[config.mk]
export PLATFORM = sky130hd
export DESIGN_NAME = gpio_in_conditioner
export DESIGN_NICKNAME = d
export VERILOG_FILES = /design/src/rtl/gpio_in_pkg.sv /design/src/rtl/gpio_debounce_bit.sv /design/src/rtl/gpio_in_conditioner.sv
export SDC_FILE = /design/constraint.sdc
export NUM_CORES = 1
export LEC_CHECK = 0
export ABC_AREA = 0
export CELL_PAD_IN_SITES_DETAIL_PLACEMENT = 0
export CELL_PAD_IN_SITES_GLOBAL_PLACEMENT = 2
export CORE_MARGIN = 1.5
export CORE_UTILIZATION = 39
export CTS_BUF_LIST = sky130_fd_sc_hd__clkbuf_4 sky130_fd_sc_hd__clkbuf_8
export DETAILED_ROUTE_END_ITERATION = 7
export GPL_TIMING_DRIVEN = 0
export PLACE_DENSITY = 0.86
export SYNTH_ARGS = -nofsm -noshare
export SYNTH_HDL_FRONTEND = slang
export SYNTH_SLANG_ARGS = --single-unit
[constraint.sdc]
create_clock -name clk -period 3 [get_ports clk]
set_input_delay 0.6 -clock clk [delete_from_list [all_inputs] [get_ports clk]]
set_output_delay 0.6 -clock clk [all_outputs]
set_load 0.1 [all_outputs]
[src/rtl/gpio_in_pkg.sv]
// Shared types and width helpers for the GPIO input conditioner.
package gpio_in_pkg;

  localparam int DEB_CYCLES_DEF = 16;
  localparam int IDX_W_MAX      = 16;

  // Counter/index width for a range of n values; never narrower than one bit.
  function automatic int bits_for(input int n);
    return (n < 2) ? 1 : $clog2(n);
  endfunction

  typedef struct packed {
    logic [IDX_W_MAX-1:0] idx;
    logic                 level;
  } evt_t;

endpackage

[src/rtl/gpio_debounce_bit.sv]
// One input line: 2-flop synchroniser, sample-counting debouncer, clean level
// and registered rise/fall pulses. chg flags the edge on which stable flips.
module gpio_debounce_bit
  import gpio_in_pkg::*;
#(
  parameter int DEB_CYCLES = DEB_CYCLES_DEF
) (
  input  logic clk,
  input  logic rst_n,
  input  logic raw,
  input  logic sample_en,
  output logic stable,
  output logic rise,
  output logic fall,
  output logic chg
);

  localparam int CNT_W = bits_for(DEB_CYCLES);

  logic             sync1;
  logic             sync2;
  logic [CNT_W-1:0] cnt;
  logic             at_end;

  assign at_end = (cnt == CNT_W'(DEB_CYCLES - 1));
  assign chg    = (sync2 != stable) && sample_en && at_end;

  always_ff @(posedge clk or negedge rst_n) begin
    if (!rst_n) begin
      sync1  <= 1'b0;
      sync2  <= 1'b0;
      cnt    <= '0;
      stable <= 1'b0;
      rise   <= 1'b0;
      fall   <= 1'b0;
    end else begin
      sync1 <= raw;
      sync2 <= sync1;
      rise  <= chg & sync2;
      fall  <= chg & ~sync2;
      // Any return to the accepted level restarts qualification, tick or not.
      if (sync2 == stable) begin
        cnt <= '0;
      end else if (sample_en) begin
        if (at_end) begin
          stable <= sync2;
          cnt    <= '0;
        end else begin
          cnt <= cnt + 1'b1;
        end
      end
    end
  end

endmodule

[src/rtl/gpio_in_conditioner.sv]
// Debounces the virtual-board input vector and serialises every accepted level
// change into a valid/ready event stream, lowest bit index first.
module gpio_in_conditioner
  import gpio_in_pkg::*;
#(
  parameter  int WIDTH      = 43,
  parameter  int DEB_CYCLES = DEB_CYCLES_DEF,
  localparam int IDX_W      = bits_for(WIDTH)
) (
  input  logic             clk,
  input  logic             rst_n,
  input  logic [WIDTH-1:0] raw_in,
  input  logic             sample_en,
  output logic [WIDTH-1:0] stable_out,
  output logic [WIDTH-1:0] rise_pulse,
  output logic [WIDTH-1:0] fall_pulse,
  output logic             evt_valid,
  input  logic             evt_ready,
  output logic [IDX_W-1:0] evt_idx,
  output logic             evt_level,
  output logic             evt_ovf,
  input  logic             ovf_clr
);

  logic [WIDTH-1:0]     chg;
  logic [WIDTH-1:0]     pending;
  logic [WIDTH-1:0]     clr_mask;
  logic                 xfer;
  logic                 ovf_set;
  logic [IDX_W_MAX-1:0] found_idx;
  logic                 found_level;
  evt_t                 evt_q;

  for (genvar g = 0; g < WIDTH; g++) begin : g_bit
    gpio_debounce_bit #(
      .DEB_CYCLES(DEB_CYCLES)
    ) u_bit (
      .clk      (clk),
      .rst_n    (rst_n),
      .raw      (raw_in[g]),
      .sample_en(sample_en),
      .stable   (stable_out[g]),
      .rise     (rise_pulse[g]),
      .fall     (fall_pulse[g]),
      .chg      (chg[g])
    );
  end

  // Lowest set pending bit wins; scanning downwards lets the last hit stick.
  always_comb begin
    found_idx   = '0;
    found_level = 1'b0;
    for (int i = WIDTH - 1; i >= 0; i--) begin
      if (pending[i]) begin
        found_idx   = IDX_W_MAX'(i);
        found_level = stable_out[i];
      end
    end
  end

  assign xfer      = evt_valid & evt_ready;
  assign clr_mask  = xfer ? (WIDTH'(1) << evt_q.idx) : '0;
  // A new edge on a bit whose event is still queued (and not leaving now) merges.
  assign ovf_set   = |(chg & pending & ~clr_mask);
  assign evt_idx   = evt_q.idx[IDX_W-1:0];
  assign evt_level = evt_q.level;

  always_ff @(posedge clk or negedge rst_n) begin
    if (!rst_n) begin
      pending   <= '0;
      evt_valid <= 1'b0;
      evt_q     <= '0;
      evt_ovf   <= 1'b0;
    end else begin
      pending <= (pending & ~clr_mask) | chg;

      if (ovf_set) begin
        evt_ovf <= 1'b1;
      end else if (ovf_clr) begin
        evt_ovf <= 1'b0;
      end

      // Transfer always leaves one idle cycle before the next load.
      if (xfer) begin
        evt_valid <= 1'b0;
      end else if (!evt_valid && (|pending)) begin
        evt_valid   <= 1'b1;
        evt_q.idx   <= found_idx;
        evt_q.level <= found_level;
      end
    end
  end

endmodule

## Word level (Yosys, flattened, before mapping)

Cells that the tools add are included.

| storage, ports and cells | value |
|---|---|
| input port bits | 48 |
| output and inout bits | 138 |
| register bits | 449 |

| cells by class | value |
|---|---|
| bitwise logic cells | 179 |
| equality and inequality tests | 129 |
| reductions and logical operators | 179 |
| muxes and demuxes | 220 |
| shift operators | 1 |
| add/subtract/negate cells | 43 |

Operator list:

| kind | count |
|---|---|
| $mux W16 | 41 |
| $mux W4 | 129 |
| $add A4 B1 Y4 const B | 43 |
| $eq A4 B4 Y1 const B | 43 |
| $and A43 B43 Y43 | 3 |
| $reduce_and A3 Y1 | 43 |
| $reduce_bool A2 Y1 | 45 |
| $and A1 B1 Y1 | 87 |
| $logic_and A1 B1 Y1 | 87 |
| $not A1 Y1 | 87 |
| $reduce_or A43 Y1 | 2 |
| $mux W1 | 47 |
| $eq A1 B1 Y1 | 43 |
| $mux W43 | 1 |
| $ne A1 B1 Y1 | 43 |
| $not A43 Y43 | 1 |
| $or A43 B43 Y43 | 1 |
| $shl A1 B16 Y43 const A | 1 |
| $mux W6 | 2 |
| $reduce_and A2 Y1 | 1 |
| $logic_not A1 Y1 | 1 |

## Longest topological paths before layout

Gate-level depths: netlist (run 1).

| logic depth | value |
|---|---|
| depth in word-level cells | 43 |
| depth in mapped cells | 9 |

## By module

Synthesis (run 1) repeated with hierarchy kept, for this count alone.

| unflattened totals | value |
|---|---|
| cells, all modules | 1763 |
| area, all modules | 20188.1 um2 |

Modules (own cells, without submodules):

| module | seq. area each (um2) | times used | cells each | area an instance (um2) |
|---|---|---|---|---|
| gpio_debounce_bit at g_bit[10].u_bit ... | 225.2 | 42 | 31 | 387.9 |
| gpio_in_conditioner | 1301.2 | 1 | 430 | 3503.4 |
| gpio_debounce_bit at g_bit[0].u_bit | 225.2 | 1 | 31 | 394.1 |

## Worst setup path before layout (run 1)

OpenSTA, ideal clock, no wires.

| timing | value |
|---|---|
| path type | reg2reg |
| start point | reg evt_q (netlist bit evt_idx[1]) |
| end point | reg evt_ovf |
| path buffers | 0 |
| arrival | 2.651 ns |
| setup slack | 0.210 ns |
| stages on the path, launching flop included | 7 |
| cells stage by stage | dfrtp_1 > or3b_4 > o31ai_2 > o22ai_1 > or4_1 > nor4_1 > nand4_1 |

| on the way | value |
|---|---|
| word-level cells in the longest chain between the ends | 6 |
| elaborated cells between the ends (all ways) | 7 |
| those cells by class | 1 x shift; 2 x mux; 2 x bitwise; 2 x reduce/logical |

Ends and longest elaborated chain:

| element | RTL line | text |
|---|---|---|
| from (decl) | gpio_in_conditioner.sv:32 | `evt_t evt_q;` |
| $shl A1 B16 Y43 * | gpio_in_conditioner.sv:62 | `assign clr_mask = xfer ? (WIDTH'(1) << evt_q.idx) : '0;` |
| $mux W43 * | gpio_in_conditioner.sv:62 |  |
| $not A43 Y43 * | gpio_in_conditioner.sv:64 | `assign ovf_set = \|(chg & pending & ~clr_mask);` |
| $and A43 B43 Y43 * | gpio_in_conditioner.sv:64 |  |
| $reduce_or A43 Y1 * | gpio_in_conditioner.sv:64 |  |
| $mux W1 or $reduce_bool A2 Y1 (tied branches) | n/a |  |
| to (signal assigned) | gpio_in_conditioner.sv:73 | `evt_ovf <= 1'b0;` |
| to (signal assigned) | gpio_in_conditioner.sv:78 | `evt_ovf <= 1'b1;` |
| to (signal assigned) | gpio_in_conditioner.sv:80 | `evt_ovf <= 1'b0;` |
| to (decl) | gpio_in_conditioner.sv:21 | `output logic evt_ovf,` |

Mark *: on every way between the ends. The rest lies on a longest branch, timed or not.
A chain may end at the register's enable or synchronous reset.

## Final worst setup path (run 1)

| timing | value |
|---|---|
| start point | reg evt_q (netlist bit evt_idx[4]) |
| end point | out evt_idx[4] |

RTL lines:

| element | RTL line | text |
|---|---|---|
| to (decl) | gpio_in_conditioner.sv:19 | `output logic [IDX_W-1:0] evt_idx,` |

No word-level cell between the ends.

==> flow_summary.yaml, run 1 <==
status:
  outcome: "completed"
global_route:
  grt_pass1_vias: 14661
  grt_pass1_wl_um: 82800
  gr-total-overflow: 0
  grt_max_degree: 112
  gr-usage-all-layers_pct: 21.0
  antenna_found_initial: 1
timing:
  drv_slew: 0
  timing.final.ws_setup_ps: 56.8
  max_clock_freq_mhz: 340
  slew_headroom_pct: 24.3
  rsz0062_at_grt: "no"
  setup_viol: 0
  fin_setup_tns_ps: 0
  worst_pin_slew_ps: 1130
  hold_viol: 0
  timing.final.crit_share_pct: 98.1
  period_minus_slack_ps: 2940
  fin_skew_ps: 31.5
routing:
  drc: 0
  antenna_left: 0
  first_pass_iters: 6
  dr_total_vias: 14841
  routed_wl_um: 53200
  vias_per_cell: 5.24
  wl_per_cell_um: 18.8
  drtIter0Drc: 1210
floorplan:
  die-area_um2: 51600
  initial_utilization_pct: 39.8
  die_width_um: 227
  core_area_um2: 49300
  die_y_um: 227
  pin_count: 186
  rows: 81
yosys:
  synth_cell_types: 63
  yosysTopAreaCellShare_pct: 56.1
  yosysSeqAreaShare_pct: 56.1
  yosys_warnings: 0
  synth_nets: 1939
  syn-instance-count: 1848
  synth_top_cell_by_area: "dfrtp_1"
  ys_ff_latch: 439
  ys.flop_type: "dfrtp_1"
  synth-edff-count: 0
  syn_area_per_cell_um2: 10.6
  async_flop_share_pct: 100
  synth_area_um2: 19600
  synthTopCellsByArea: "dfrtp_1 56%, nor2_1 5.1%, buf_4 5.0%"
placed_design:
  place_congestion: 0.871
  hpwl_um: 37200
  numPortBuffers: 185
  dp_slack_ps: -1960
layout:
  nFillCells: 4652
  num-nets-final: 2210
  finalCoreUtilization_pct: 48.9
  multiInputGateArea_um2: 7240
  antenna_cells: 0
  drive_gt1_share_pct: 15.3
  final_common_cell: "dfrtp_1"
  final_cell_mix: "439 x dfrtp_1, 266 x nor2_1, 137 x clkdlybuf4s50_1, 131 x buf_4, 124 x nand2_1"
  area_growth_pct: 22.8
  final-seq-area_um2: 11000
critical_path:
  worstPathRequired_ps: 2400
  cp_num_buf_inv: 1
  path_delay_family: "buffers and inverters"
  slowest_delay_ps: 1270
  critical_path.cell_chain: "clkdlybuf4s50_1"
  end_kind: "output pin"
  cp_slowest_cell: "clkdlybuf4s50_1"
  criticalPathCategory: "reg -> out"
  path_max_fanout: 5
  critPathLaunchType: "flip-flop"
  arrival_ps: 2340
clocking:
  clkTransAtPathRegs_ps: 60
  clock_sinks: 439
  clk_path_buf_depth: 3
  cts_root_buf: "clkbuf_8"
  cts_tree: "yes"
  numCtsBuffers: 78
  worstSkewPairLatency_ps: 650
  htree_levels: 3
worst_hold_path:
  min_path_type: "reg -> reg"
run:
  max_cap_violations: 0
power:
  leakage_nw: 11.6
  vdd_drop_max_mv: 0.306
  power_density_nw_per_um2: 565
  power_mw: 13.6
-- stage by stage --
| stage | cell area (um2) | hold slack (ps) | std cells |
|---|---|---|---|
| final | 24100 | 338 | 2832 |
| after global routing | 24100 | 336 | 2832 |
| after CTS | 24000 | 316 | 2831 |
| after detailed placement | 22400 | 336 | 2701 |
| after global placement | 22300 | 332 | 2697 |
| after floorplan | 19600 | 304 | 1848 |
-- power breakdown --
part / total (mW) / internal, mW / leakage [nW] / switching, mW
Clock: 5.95 / 3.50 / 0.875 / 2.44
Combinational: 1.32 / 0.410 / 4.90 / 0.912
Sequential: 6.33 / 6.11 / 5.86 / 0.221
Total: 13.6 / 10.0 / 11.6 / 3.58
-- worst paths after layout --
check / start / to / slack (ps) / cells past startpoint
setup / recovery: evt_idx[4] / evt_idx[4] / 60 / 1
hold / removal: g_bit[42].u_bit.sync1 / g_bit[42].u_bit.sync2 / 340 / 0
setup reg to reg: evt_idx[0] / evt_ovf / 170 / 6
hold reg to reg: g_bit[42].u_bit.sync1 / g_bit[42].u_bit.sync2 / 340 / 0
max in group asynchronous: rst_n / g_bit[41].u_bit.sync1 / 1140 / 4
min in group asynchronous: rst_n / g_bit[18].u_bit.fall / 470 / 2
-- synthesized netlist by cell type, types with 10 or more instances --
cell,count
or2_1,12
ha_1,43
nand4_1,41
nor2b_1,11
o21ai_0,43
nand2_1,124
nor3_1,50
or3_1,17
clkbuf_1,30
a311oi_1,41
buf_2,11
inv_1,55
dfrtp_1,439
nor4_1,15
a21oi_1,114
a41oi_1,37
or2_2,24
nor2_1,266
mux2i_1,46
buf_4,130
o22ai_1,11
a211oi_1,10
xnor2_1,43
xor2_1,43
o31ai_1,26
a21o_1,39
nand3_1,42
-- what timing repair did --
item | CTS | global route
setup buffers | 0 | 1
endpoints found under the hold margin | 53 | 0
gates resized for setup | 57 | 10
hold buffers | 1 | 0
setup endpoints to repair | 295 | 6
-- kinds of logic after synthesis --
family,after synthesis,share of synthesized area [%]
AO/OA/AOI/OAI,365,12.7
XOR/XNOR,86,3.84
adder cells (fa/ha/maj),43,2.75
buffers and inverters,230,7.04
flip-flops,439,56.1
multiplexers,53,2.75
AND/OR/NAND/NOR,632,14.8
-- state kept, by name, summed over array words and instances (netlist names) --
name	cells
g_bit.u_bit.sync1	43
evt_idx	6
g_bit.u_bit.fall	43
g_bit.u_bit.cnt	172
evt_level	1
g_bit.u_bit.stable	43
g_bit.u_bit.sync2	43
evt_valid	1
evt_ovf	1
pending	43
g_bit.u_bit.rise	43
-- routing by layer --
layer  track usage [%]  vias to the layer above  share of wire, %
met3              4.25                      106               5.5
li1                  -                     6961                 -
met2              33.1                      465                46
met1              28.8                     7309                45
met4              7.75                        0               2.9
met5                 0                        -                 0
-- cell type report --
| cell class | count | share of cell area, % |
|---|---|---|
| tap | 664 | 3.45 |
| inverter | 56 | 0.874 |
| timing repair buffer | 191 | 8.08 |
| clock buffer | 117 | 6.22 |
| clock inverter | 12 | 0.686 |
| sequential | 439 | 45.7 |
| buffer | 174 | 4.95 |
| multi-input combinational | 1179 | 30.1 |
Note: power is estimated with default switching activity, not from simulation.
==> run 2, diff against run 1 <==
--- a/config.mk
+++ b/config.mk
@@ -12,6 +12,7 @@
 export CORE_UTILIZATION = 39
 export CTS_BUF_LIST = sky130_fd_sc_hd__clkbuf_4 sky130_fd_sc_hd__clkbuf_8
 export DETAILED_ROUTE_END_ITERATION = 7
+export GPL_ROUTABILITY_DRIVEN = 0
 export GPL_TIMING_DRIVEN = 0
 export PLACE_DENSITY = 0.86
 export SYNTH_ARGS = -nofsm -noshare
==> results of run 2 <==
Final layout, timing and power as in run 1 (identical DEF).
==> run 3, diff against run 2 <==
--- a/config.mk
+++ b/config.mk
@@ -14,7 +14,7 @@
 export DETAILED_ROUTE_END_ITERATION = 7
 export GPL_ROUTABILITY_DRIVEN = 0
 export GPL_TIMING_DRIVEN = 0
-export PLACE_DENSITY = 0.86
+export PLACE_DENSITY = 0.82
 export SYNTH_ARGS = -nofsm -noshare
 export SYNTH_HDL_FRONTEND = slang
 export SYNTH_SLANG_ARGS = --single-unit
==> run 3 against run 2 <==
Register-to-register slack lost 110 ps. Setup slack barely moved. Combinational power about the same. Total power up 2.1%. Clock power grew 5.0%. Via count grew 0.44%. Sequential share of layout area is 0.13 points lower.
==> flow_summary.yaml, run 3 (same netlist as run 1, synthesis figures left out) <==
status:
  outcome: "completed"
critical_path:
  slowest_delay_ps: 1230
  cp_slowest_cell: "clkdlybuf4s50_1"
  arrival_ps: 2340
  path_max_fanout: 4
  end_kind: "output pin"
  critical_path.cell_chain: "clkdlybuf4s50_1"
  criticalPathCategory: "reg -> out"
  critPathLaunchType: "flip-flop"
  cp_num_buf_inv: 1
  path_delay_family: "buffers and inverters"
  rrSetupSlack_ps: 60
  worstPathRequired_ps: 2400
layout:
  stdcell_count: 2842
  finalCoreUtilization_pct: 49.0
  antenna_cells: 0
  final_common_cell: "dfrtp_1"
  num-nets-final: 2209
  drive_gt1_share_pct: 15.8
  top_register: "g_bit.u_bit.cnt"
  fin_area_um2: 24100
  area_growth_pct: 23.1
  largest_register_ffs: 172
  final_cell_mix: "439 x dfrtp_1, 265 x nor2_1, 139 x clkdlybuf4s50_1, 133 x buf_4, 124 x nand2_1"
placed_design:
  dp.cells: 2700
  hpwl_um: 37600
  placed_area_um2: 22400
  numPortBuffers: 185
  dp_slack_ps: -1950
clocking:
  worstSkewPairLatency_ps: 680
  clock_sinks: 439
  hold_buffers: 0
  clk_path_buf_depth: 3
  numCtsBuffers: 79
  clkTransAtPathRegs_ps: 60
  cts_tree: "yes"
  cts_root_buf: "clkbuf_8"
  htree_levels: 3
floorplan:
  pin_count: 186
  rows: 81
  die_width_um: 227
  die_y_um: 227
  initial_utilization_pct: 39.8
  core_area_um2: 49300
  die-area_um2: 51600
timing:
  timing.hold.ws_ps: 18.3
  rsz0062_at_grt: "no"
  timing.final.ws_setup_ps: 56.3
  max_clock_freq_mhz: 340
  setup_viol: 0
  fin_setup_tns_ps: 0
  period_minus_slack_ps: 2940
  slew_headroom_pct: 25.5
  fin_skew_ps: 32.1
  timing.final.crit_share_pct: 98.1
  hold_viol: 0
  drv_slew: 0
  worst_pin_slew_ps: 1110
routing:
  routed_wl_um: 54000
  dr_total_vias: 14907
  first_pass_iters: 5
  drtIter0Drc: 948
  antenna_left: 0
  drc: 0
  wl_per_cell_um: 19.0
  vias_per_cell: 5.25
power:
  power_mw: 13.9
  power_density_nw_per_um2: 576
  leakage_nw: 11.6
  vdd_drop_max_mv: 0.313
global_route:
  gr-total-overflow: 0
  antenna_found_initial: 0
  grt_pass1_wl_um: 83900
  grt_pass1_vias: 14734
  grt_max_degree: 118
  gr-usage-all-layers_pct: 21.5
run:
  max_cap_violations: 0
worst_hold_path:
  min_path_type: "in -> async"
==> run 3: changes by cell type in the layout (fill, tap and decap cells not counted), sizes merged <==
cell and delta:
bufinv +1, dlygate4sd3 -1, clkdlybuf4s50 +2, clkbuf +3, clkinv +6, clkinvlp +1
dlymetal6s2s -2
==> run 3: final timing paths <==
kind	start	end	cells past startpoint
min	rst_n	g_bit[17].u_bit.sync1	1
max	evt_idx[3]	evt_idx[3]	1
min reg2reg	g_bit[18].u_bit.sync1	g_bit[18].u_bit.sync2	0
max in group asynchronous	rst_n	g_bit[0].u_bit.sync1	2
max reg2reg	evt_idx[2]	evt_ovf	6
min in group clk	g_bit[18].u_bit.sync1	g_bit[18].u_bit.sync2	0
==> run 3: layout make-up <==
type | count | area (um2)
inverter | 56 | 210
tap | 664 | 831
fill | 4670 | 25100
buffer | 174 | 1190
timing repair buffer | 189 | 1900
sequential | 439 | 11000
clock buffer | 121 | 1530
multi-input combinational | 1179 | 7240
clock inverter | 20 | 233
==> run 3: layer usage <==
metal | part of all wire (%) | vias to the layer above | routed length (um) | track usage, %
li1 | - | 6978 | - | -
met1 | 44 | 7359 | 23900 | 28.8
met2 | 47 | 476 | 25200 | 34.2
met3 | 6.5 | 94 | 3510 | 4.45
met4 | 2.6 | 0 | 1390 | 7.88
met5 | 0 | - | 0 | 0
==> run 3: report_power, final <==
part	internal, mW	switching (mW)
Combinational	0.406	0.908
Sequential	6.11	0.223
Clock	3.68	2.56
==> run 3: repair_timing <==
item                       CTS  global route
pin swaps                    0             0
setup buffers                0             1
gates resized for setup     60             8
setup endpoints to repair  298            51
cloned                       0             0
hold endpoints to repair     0             0
